**src/rtl/tilt_gesture_encoder_if.sv**
```systemverilog
// Sample-in / command-out bundle between the tilt sensor front end and the
// gesture encoder. The master drives samples; the slave returns commands.
interface tilt_gesture_if;
    logic              sample_valid;
    logic signed [7:0] tilt_x;
    logic signed [7:0] tilt_y;
    logic        [3:0] sw;
    logic        [7:0] gesture_count;
    logic              busy;

    modport master (
        output sample_valid, tilt_x, tilt_y,
        input  sw, gesture_count, busy
    );

    modport slave (
        input  sample_valid, tilt_x, tilt_y,
        output sw, gesture_count, busy
    );
endinterface

```
**src/rtl/tilt_gesture_encoder.sv**
```systemverilog
// Turns held head-tilt gestures into one fixed-length one-hot sw pulse each,
// requiring a return to neutral before the next gesture is accepted.
module tilt_gesture_encoder #(
    parameter int THRESH       = 40,
    parameter int HYST         = 8,
    parameter int HOLD_SAMPLES = 4,
    parameter int PULSE_CYCLES = 16
) (
    input  logic           clk,
    input  logic           reset,
    tilt_gesture_if.slave  bus
);
    localparam logic [7:0] THRESH_L  = 8'(THRESH);
    localparam logic [7:0] NEUTRAL_L = 8'(THRESH - HYST);
    localparam logic [3:0] HOLD_L    = 4'(HOLD_SAMPLES);
    localparam logic [7:0] PULSE_L   = 8'(PULSE_CYCLES);

    typedef enum logic [1:0] {
        IDLE    = 2'd0,
        QUALIFY = 2'd1,
        EMIT    = 2'd2,
        RELEASE = 2'd3
    } state_t;

    state_t     state_reg;
    logic [1:0] cand_reg;
    logic [3:0] hold_reg;
    logic [7:0] pulse_reg;
    logic [3:0] sw_reg;
    logic [7:0] count_reg;
    logic       busy_reg;

    logic [7:0] raw_x;
    logic [7:0] raw_y;
    logic [7:0] mag_x;
    logic [7:0] mag_y;
    logic       x_wins;
    logic [7:0] max_mag;
    logic       tilted;
    logic       neutral;
    logic [1:0] dir;
    logic [3:0] cand_onehot;

    assign raw_x = bus.tilt_x;
    assign raw_y = bus.tilt_y;

    // Unsigned 8-bit negation maps -128 to 128, so no saturation is needed.
    assign mag_x = raw_x[7] ? (8'd0 - raw_x) : raw_x;
    assign mag_y = raw_y[7] ? (8'd0 - raw_y) : raw_y;

    assign x_wins  = (mag_x >= mag_y);
    assign max_mag = x_wins ? mag_x : mag_y;
    assign tilted  = (max_mag >= THRESH_L);
    assign neutral = (mag_x < NEUTRAL_L) && (mag_y < NEUTRAL_L);

    // Direction code doubles as the sw bit index: 0=+X 1=+Y 2=-X 3=-Y.
    assign dir = x_wins ? (raw_x[7] ? 2'd2 : 2'd0)
                        : (raw_y[7] ? 2'd3 : 2'd1);

    for (genvar gi = 0; gi < 4; gi++) begin : g_onehot
        assign cand_onehot[gi] = (cand_reg == 2'(gi));
    end

    always_ff @(posedge clk) begin
        if (reset) begin
            state_reg <= IDLE;
            cand_reg  <= 2'd0;
            hold_reg  <= 4'd0;
            pulse_reg <= 8'd0;
            sw_reg    <= 4'd0;
            count_reg <= 8'd0;
            busy_reg  <= 1'b0;
        end else begin
            case (state_reg)
                IDLE: begin
                    if (bus.sample_valid && tilted) begin
                        cand_reg  <= dir;
                        hold_reg  <= 4'd1;
                        state_reg <= QUALIFY;
                    end
                end

                QUALIFY: begin
                    if (bus.sample_valid) begin
                        if (!tilted) begin
                            hold_reg  <= 4'd0;
                            state_reg <= IDLE;
                        end else if (dir != cand_reg) begin
                            cand_reg <= dir;
                            hold_reg <= 4'd1;
                        end else if (hold_reg + 4'd1 == HOLD_L) begin
                            hold_reg  <= 4'd0;
                            pulse_reg <= PULSE_L;
                            sw_reg    <= cand_onehot;
                            count_reg <= count_reg + 8'd1;
                            busy_reg  <= 1'b1;
                            state_reg <= EMIT;
                        end else begin
                            hold_reg <= hold_reg + 4'd1;
                        end
                    end
                end

                EMIT: begin
                    // Counter reads 1 on the last one-hot cycle, giving exactly PULSE_CYCLES.
                    if (pulse_reg == 8'd1) begin
                        pulse_reg <= 8'd0;
                        sw_reg    <= 4'd0;
                        state_reg <= RELEASE;
                    end else begin
                        pulse_reg <= pulse_reg - 8'd1;
                    end
                end

                RELEASE: begin
                    sw_reg <= 4'd0;
                    if (bus.sample_valid && neutral) begin
                        busy_reg  <= 1'b0;
                        state_reg <= IDLE;
                    end
                end

                default: begin
                    state_reg <= IDLE;
                    sw_reg    <= 4'd0;
                    busy_reg  <= 1'b0;
                end
            endcase
        end
    end

    assign bus.sw            = sw_reg;
    assign bus.gesture_count = count_reg;
    assign bus.busy          = busy_reg;
endmodule

```
**src/flat_wrapper.sv**
```systemverilog
// flat-port wrapper written by rule: the top's interface ports become plain ports
module tilt_gesture_encoder_flat 
#(
    parameter int THRESH       = 40,
    parameter int HYST         = 8,
    parameter int HOLD_SAMPLES = 4,
    parameter int PULSE_CYCLES = 16
)
  (clk, reset, bus_sample_valid, bus_tilt_x, bus_tilt_y, bus_sw, bus_gesture_count, bus_busy);
  tilt_gesture_if bus_i ();
  input  logic clk;
  input  logic reset;
  input wire logic [$bits(bus_i.sample_valid)-1:0] bus_sample_valid;
  input wire logic [$bits(bus_i.tilt_x)-1:0] bus_tilt_x;
  input wire logic [$bits(bus_i.tilt_y)-1:0] bus_tilt_y;
  output wire logic [$bits(bus_i.sw)-1:0] bus_sw;
  output wire logic [$bits(bus_i.gesture_count)-1:0] bus_gesture_count;
  output wire logic [$bits(bus_i.busy)-1:0] bus_busy;
  assign bus_i.sample_valid = bus_sample_valid;
  assign bus_i.tilt_x = bus_tilt_x;
  assign bus_i.tilt_y = bus_tilt_y;
  assign bus_sw = bus_i.sw;
  assign bus_gesture_count = bus_i.gesture_count;
  assign bus_busy = bus_i.busy;
  tilt_gesture_encoder #(.THRESH(THRESH), .HYST(HYST), .HOLD_SAMPLES(HOLD_SAMPLES), .PULSE_CYCLES(PULSE_CYCLES)) u_core (.clk(clk), .reset(reset), .bus(bus_i));
endmodule
```
**config.mk**
```make
export PLATFORM = sky130hd
export DESIGN_NAME = tilt_gesture_encoder_flat
export DESIGN_NICKNAME = d
export VERILOG_FILES = /design/src/rtl/tilt_gesture_encoder_if.sv /design/src/rtl/tilt_gesture_encoder.sv /design/src/flat_wrapper.sv
export SDC_FILE = /design/constraint.sdc
export NUM_CORES = 1
export LEC_CHECK = 0
export CAP_MARGIN = 10
export CORE_MARGIN = 1.5
export CORE_UTILIZATION = 40
export CTS_CLUSTER_DIAMETER = 30
export CTS_CLUSTER_SIZE = 24
export DETAILED_ROUTE_END_ITERATION = 8
export PLACE_DENSITY_LB_ADDON = 0.1
export SYNTH_ARGS = -nofsm -noshare
export SYNTH_HDL_FRONTEND = slang
export SYNTH_SLANG_ARGS = --single-unit
```
**constraint.sdc**
```tcl
create_clock -name clk -period 9.5 [get_ports clk]
set_input_delay 0.95 -clock clk [delete_from_list [all_inputs] [get_ports clk]]
set_output_delay 0.95 -clock clk [all_outputs]
set_load 0.01 [all_outputs]
```
==> results.py, run 1 <==
metrics = {
    "run": {
        "cap_viol_max_count": 0,
    },
    "place": {
        "gp_congestion": 0.820,
        "dpl.hpwl_um": 3940,
        "io_buffers": 31,
    },
    "route": {
        "vias_per_cell": 5.48,
        "vias": 2147,
        "drtIter0Drc": 120,
        "wl_um": 5220,
        "antenna_left": 0,
        "first_pass_iters": 4,
        "wl_per_cell_um": 13.3,
        "drc": 0,
    },
    "synthesis": {
        "netlist.area_leader.share_pct": 25.4,
        "synth_area_leaders": "dfxtp_1 25%, ha_1 7.7%, nor2_1 5.1%, a21oi_1 4.4%, o21ai_0 3.5%",
        "synthFlopType": "dfxtp_1",
        "synth_area_um2": 2290,
        "synth-edff-count": 0,
        "yosys_warnings": 0,
        "synth.distinct_cells": 57,
        "avgSynthCellArea_um2": 7.86,
        "ys_seq_area_share_pct": 25.4,
        "netlist_instances": 291,
        "syn-num-nets": 324,
        "ys_top_cells_by_count": "31 x nor2_1, 29 x dfxtp_1, 20 x a21oi_1",
        "synth.most_common_cell": "nor2_1",
        "synthArstFlopShare_pct": 0,
        "yosysTopAreaCell": "dfxtp_1",
        "ys_ff_latch": 29,
    },
    "timing": {
        "maxSlewHeadroom_pct": 56.0,
        "finalCritPeriodShare_pct": 46.0,
        "fin_tns_setup_ns": 0,
        "final_hold_viol_count": 0,
        "min_period_ns": 4.37,
        "report.final.slew_viol_count": 0,
        "finClkSkew_ns": 0.00403,
        "rsz0062_at_grt": "false",
        "setup_viol": 0,
        "fmax_mhz": 229,
        "tightest_slew_ns": 0.654,
    },
    "critical_path": {
        "rr_startpoint": "u_core.hold_reg[0]",
        "reg2reg_to": "u_core.bus.gesture_count[5]",
        "worstPathArrival_ns": 4.55,
        "path_class": "primary input to flop",
        "cp_data_required_time_ns": 9.67,
        "path_common_cell": "ha_1",
        "end_kind": "flop",
        "r2r_cells": 7,
        "r2r_slack_ns": 7.28,
        "cp_cell_sequence": "clkdlybuf4s50_1, inv_1, ha_1, or3b_2, o31ai_1, xor2_1, ha_1, o21a_1, o211ai_1, a211o_1, nand3_2, nor4_1, mux2_2",
        "start_kind": "primary input",
        "slowest_delay_ns": 0.48,
        "crit_slowest_cell": "clkdlybuf4s50_1",
        "path_max_fanout": 12,
    },
    "cts": {
        "cts_tree": "done",
        "cts_root_buf": "clkbuf_8",
        "cts_sinks": 29,
        "insertion_delay_ns": 0.28,
        "cts_hold_buf": 0,
        "numCtsBuffers": 5,
        "clk_pin_slew_ns": 0.06,
        "htreeDepth": 2,
        "cts_repair_resize_count": 0,
        "post_cts_buffers": 0,
        "cts_max_path_buffers": 2,
    },
    "global_route": {
        "grt_pass1_wl_um": 9140,
        "grt_pass1_vias": 1985,
        "gr-total-overflow": 0,
        "grt_max_degree": 40,
        "antenna_found_initial": 0,
        "track_usage_pct": 18.3,
    },
    "power": {
        "power.share.switching_pct": 30.3,
        "netSwitchingPower_w": 0.0000984,
        "ir_drop_mv": 0.0574,
        "p_clk_share_pct": 34.5,
        "internal-power_w": 0.000227,
        "p_leak_nw": 0.997,
        "sequentialPowerShare_pct": 39.8,
        "p_comb_share_pct": 25.8,
        "power.density_nw_per_um2": 118,
    },
    "finish": {
        "final_core_utilization_pct": 49.9,
        "drive_gt1_share_pct": 8.13,
        "final_nets": 352,
        "diodes": 0,
        "syn_to_final_growth_pct": 20.0,
    },
    "status": {
        "status": "finished, final reports clean",
    },
    "min_path": {
        "min_to": "u_core.bus.sw[1]",
        "worstHoldStart": "u_core.bus.sw[1]",
        "worstHoldPathType": "flop to flop",
        "worstHoldPathCells": 1,
    },
    "floorplan": {
        "design.die.area_um2": 6180,
        "die_h_um": 78.6,
        "placementRows": 27,
        "dieWidth_um": 78.6,
        "core_area_um2": 5510,
        "initial_core_util_pct": 41.6,
        "io_pins": 32,
    },
}
[placed cells by master, fill, tap and decap left out, drive strengths merged, types with 4 or more instances in the layout]
| master | n |
|---|---|
| a21o | 5 |
| a21oi | 20 |
| clkbuf | 7 |
| clkdlybuf4s50 | 31 |
| dfxtp | 29 |
| ha | 14 |
| inv | 11 |
| mux2 | 7 |
| nand2 | 18 |
| nand2b | 8 |
| nand3 | 12 |
| nor2 | 31 |
| nor2b | 11 |
| nor3 | 15 |
| o21a | 5 |
| o21ai | 19 |
| o31ai | 5 |
| or3 | 4 |
| xnor2 | 9 |
| xor2 | 6 |
[layer usage]
metal  GRT usage, %  up-vias  share of wire, %
met5              0        -                 0
met4           5.89        0               1.2
met3           3.84        9               3.8
met2           26.4       40                41
met1           26.8      974                54
li1               -     1124                 -
[kinds of logic after synthesis]
kind of cell | count (synthesis) | synth area share, %
XOR/XNOR | 15 | 5.74
AO/OA/AOI/OAI | 86 | 26.5
AND/OR/NAND/NOR | 114 | 25.4
adder cells (fa/ha/maj) | 16 | 8.64
multiplexers | 9 | 4.32
flip-flops | 29 | 25.4
buffers and inverters | 22 | 4.10
[worst max-delay path by stage]
stage / from / cells past startpoint / slack (ns) / end
CTS: bus_tilt_y[0] / 13 / 5.14 / u_core.bus.gesture_count[5]
finish: bus_tilt_y[0] / 13 / 5.13 / u_core.bus.gesture_count[5]
floorplan: bus_tilt_y[0] / 14 / 5.65 / u_core.bus.gesture_count[3]
detailed placement: bus_tilt_y[0] / 13 / 4.83 / u_core.bus.gesture_count[5]
global placement: bus_tilt_y[0] / 13 / 4.83 / u_core.bus.gesture_count[5]
global route: bus_tilt_y[0] / 13 / 4.76 / u_core.bus.gesture_count[5]
[per-stage QoR]
stage	worst slack, ns	power (W)	instances	hold WS [ns]	instance area [µm²]
after floorplan	5.65	0.000192	291	0.450	2290
after global placement	4.83	0.000215	384	0.472	2640
after detailed placement	4.83	0.000215	384	0.469	2640
after CTS	5.14	0.000330	392	0.485	2750
after global routing	4.76	0.000347	392	0.513	2750
final	5.13	0.000325	392	0.479	2750
[worst max-delay path, delay by kind of cell]
| kind | cells | cell delay [ns] |
|---|---|---|
| fa+ha+maj | 2 | 0.45 |
| compound gates | 4 | 0.89 |
| xor+xnor | 1 | 0.27 |
| mux | 1 | 0.37 |
| simple gates | 3 | 1.04 |
| buf+inv | 2 | 0.57 |
[layout make-up]
type	instances	area [µm²]
clock buffer	7	96.3
clock inverter	1	5.00
fill	548	2760
inverter	11	41.3
multi-input combinational	240	1610
sequential	29	581
tap	72	90.1
timing repair buffer	32	318
[power groups by stage]
stage / clock network, W / logic (W) / registers, W
2_1_floorplan: 0 / 0.0000626 / 0.000129
3_3_place_gp: 0 / 0.0000831 / 0.000132
3_5_place_dp: 0 / 0.0000834 / 0.000132
4_1_cts: 0.000117 / 0.0000838 / 0.000129
5_1_grt: 0.000123 / 0.0000940 / 0.000130
6_report: 0.000112 / 0.0000838 / 0.000129
No activity file was read; power rests on OpenSTA's default activity.
==> run 2, diff against run 1 <==
- clock period: 9.5 -> 4.1 ns (I/O delays scaled with it)
==> run 2 against run 1 <==
  * Die area is the same
  * Total power grew 130%
  * Setup slack lost 4.7 ns
  * Hold slack gained 0.0053 ns
  * Via count grew 1.9%
  * First-iteration DRC count shrank 25%
  * Non-clock buffer count grew 12
  * Utilization grew 1.3 points
  * Clock power grew 100%
  * Design area grew 2.6%
  * Clock skew grew 0.0050 ns
==> results.py, run 2 (synthesis results as in run 1) <==
metrics = {
    "route": {
        "drc": 0,
        "antenna_left": 0,
        "first_pass_iters": 4,
        "drtIter0Drc": 90,
        "wl_um": 5350,
        "wl_per_cell_um": 13.2,
        "vias_per_cell": 5.42,
        "vias": 2188,
    },
    "critical_path": {
        "slowest_delay_ns": 0.47,
        "crit_slowest_cell": "or3b_2",
        "r2r_cells": 7,
        "path_class": "primary input to flop",
        "cp_cell_sequence": "clkdlybuf4s50_1, inv_1, ha_1, or3b_2, o31ai_1, xor2_1, ha_1, o21a_1, o211ai_1, a211o_1, nand3_2, nor4_1, mux2_2",
        "end_kind": "flop",
        "start_kind": "primary input",
        "worstPathArrival_ns": 3.87,
        "cp_data_required_time_ns": 4.26,
        "path_max_fanout": 9,
        "path_common_cell": "ha_1",
    },
    "min_path": {
        "worstHoldPathType": "flop to flop",
        "worstHoldPathCells": 1,
    },
    "timing": {
        "rsz0062_at_grt": "false",
        "min_period_ns": 3.71,
        "maxSlewHeadroom_pct": 36.4,
        "setup_ws_ns": 0.391,
        "fin_tns_setup_ns": 0,
        "final_hold_viol_count": 0,
        "setup_viol": 0,
        "fmax_mhz": 270,
        "finClkSkew_ns": 0.00904,
        "tightest_slew_ns": 0.951,
        "finalCritPeriodShare_pct": 90.5,
        "report.final.slew_viol_count": 0,
    },
    "cts": {
        "numCtsBuffers": 5,
        "cts_repair_resize_count": 0,
        "htreeDepth": 2,
        "cts_root_buf": "clkbuf_8",
        "post_cts_buffers": 0,
        "clk_pin_slew_ns": 0.06,
        "cts_tree": "done",
        "cts_max_path_buffers": 2,
        "insertion_delay_ns": 0.28,
        "cts_sinks": 29,
        "cts_hold_buf": 0,
    },
    "place": {
        "placed_area_um2": 2730,
        "io_buffers": 31,
        "gp_congestion": 0.838,
        "pre_cts_slack_ns": 0.113,
        "dpl.hpwl_um": 4090,
    },
    "floorplan": {
        "core_area_um2": 5510,
        "design.die.area_um2": 6180,
        "io_pins": 32,
        "initial_core_util_pct": 41.6,
        "dieWidth_um": 78.6,
        "placementRows": 27,
        "die_h_um": 78.6,
    },
    "finish": {
        "final_nets": 364,
        "final_core_utilization_pct": 51.1,
        "nFillCells": 568,
        "fin_area_um2": 2820,
        "regArea_um2": 581,
        "drive_gt1_share_pct": 11.1,
        "diodes": 0,
        "syn_to_final_growth_pct": 23.1,
        "multi_input_area_um2": 1610,
        "final_cell_mix": "31 x nor2_1, 31 x clkdlybuf4s50_1, 29 x dfxtp_1",
    },
    "status": {
        "status": "finished, final reports clean",
    },
    "power": {
        "ir_drop_mv": 0.181,
        "p_leak_nw": 1.05,
        "power.density_nw_per_um2": 261,
    },
    "global_route": {
        "track_usage_pct": 18.6,
        "grt_pass1_vias": 2053,
        "gr-total-overflow": 0,
        "grt_max_degree": 29,
        "antenna_found_initial": 0,
        "grt_pass1_wl_um": 9250,
    },
    "run": {
        "cap_viol_max_count": 0,
    },
}
## run 2: metal layers
layer / part of all wire, % / up-vias / track usage [%] / routed length (µm)
met5: 0 / - / 0 / 0
met4: 0.39 / 0 / 4.64 / 21
met3: 3.9 / 2 / 3.84 / 211
met2: 43 / 36 / 28.1 / 2300
met1: 53 / 1001 / 26.7 / 2820
li1: - / 1149 / - / -
## run 2: path summary, 6_finish.rpt
path | to | startpoint | slack, ns
hold reg to reg | u_core.bus.busy | u_core.bus.busy | 0.48
setup reg to reg | u_core.bus.gesture_count[5] | u_core.hold_reg[0] | 1.87
hold / removal | u_core.bus.busy | u_core.bus.busy | 0.48
setup / recovery | u_core.bus.gesture_count[5] | bus_tilt_y[0] | 0.39
## run 2: final cells by class
cell class	count	area share (%)
multi-input cells	240	57.3
flip-flops and latches	29	20.6
repair buffers	44	14.5
inverters	11	1.47
clock inverters	2	0.355
well taps	72	3.20
clock buffers	6	2.58
## run 2: critical path: cells and delay by family
family,cells,cell delay [ns]
and+or+nand+nor,3,1.00
AOI/OAI and AO/OA,4,0.90
buffers and inverters,2,0.47
adders and majority gates,2,0.44
muxes,1,0.38
xor gates and xnor gates,1,0.26
## run 2: power by group
part | switching, W | internal [W]
Combinational | 0.000110 | 0.0000975
Clock | 0.000112 | 0.000117
Sequential | 0.0000113 | 0.000288
## run 2: per-stage QoR
step | hold slack, ns | cells | total power [W]
final | 0.485 | 404 | 0.000736
after floorplan | 0.450 | 291 | 0.000445
after CTS | 0.492 | 404 | 0.000743
after detailed placement | 0.456 | 396 | 0.000511
after global placement | 0.463 | 396 | 0.000511
after global routing | 0.504 | 404 | 0.000782
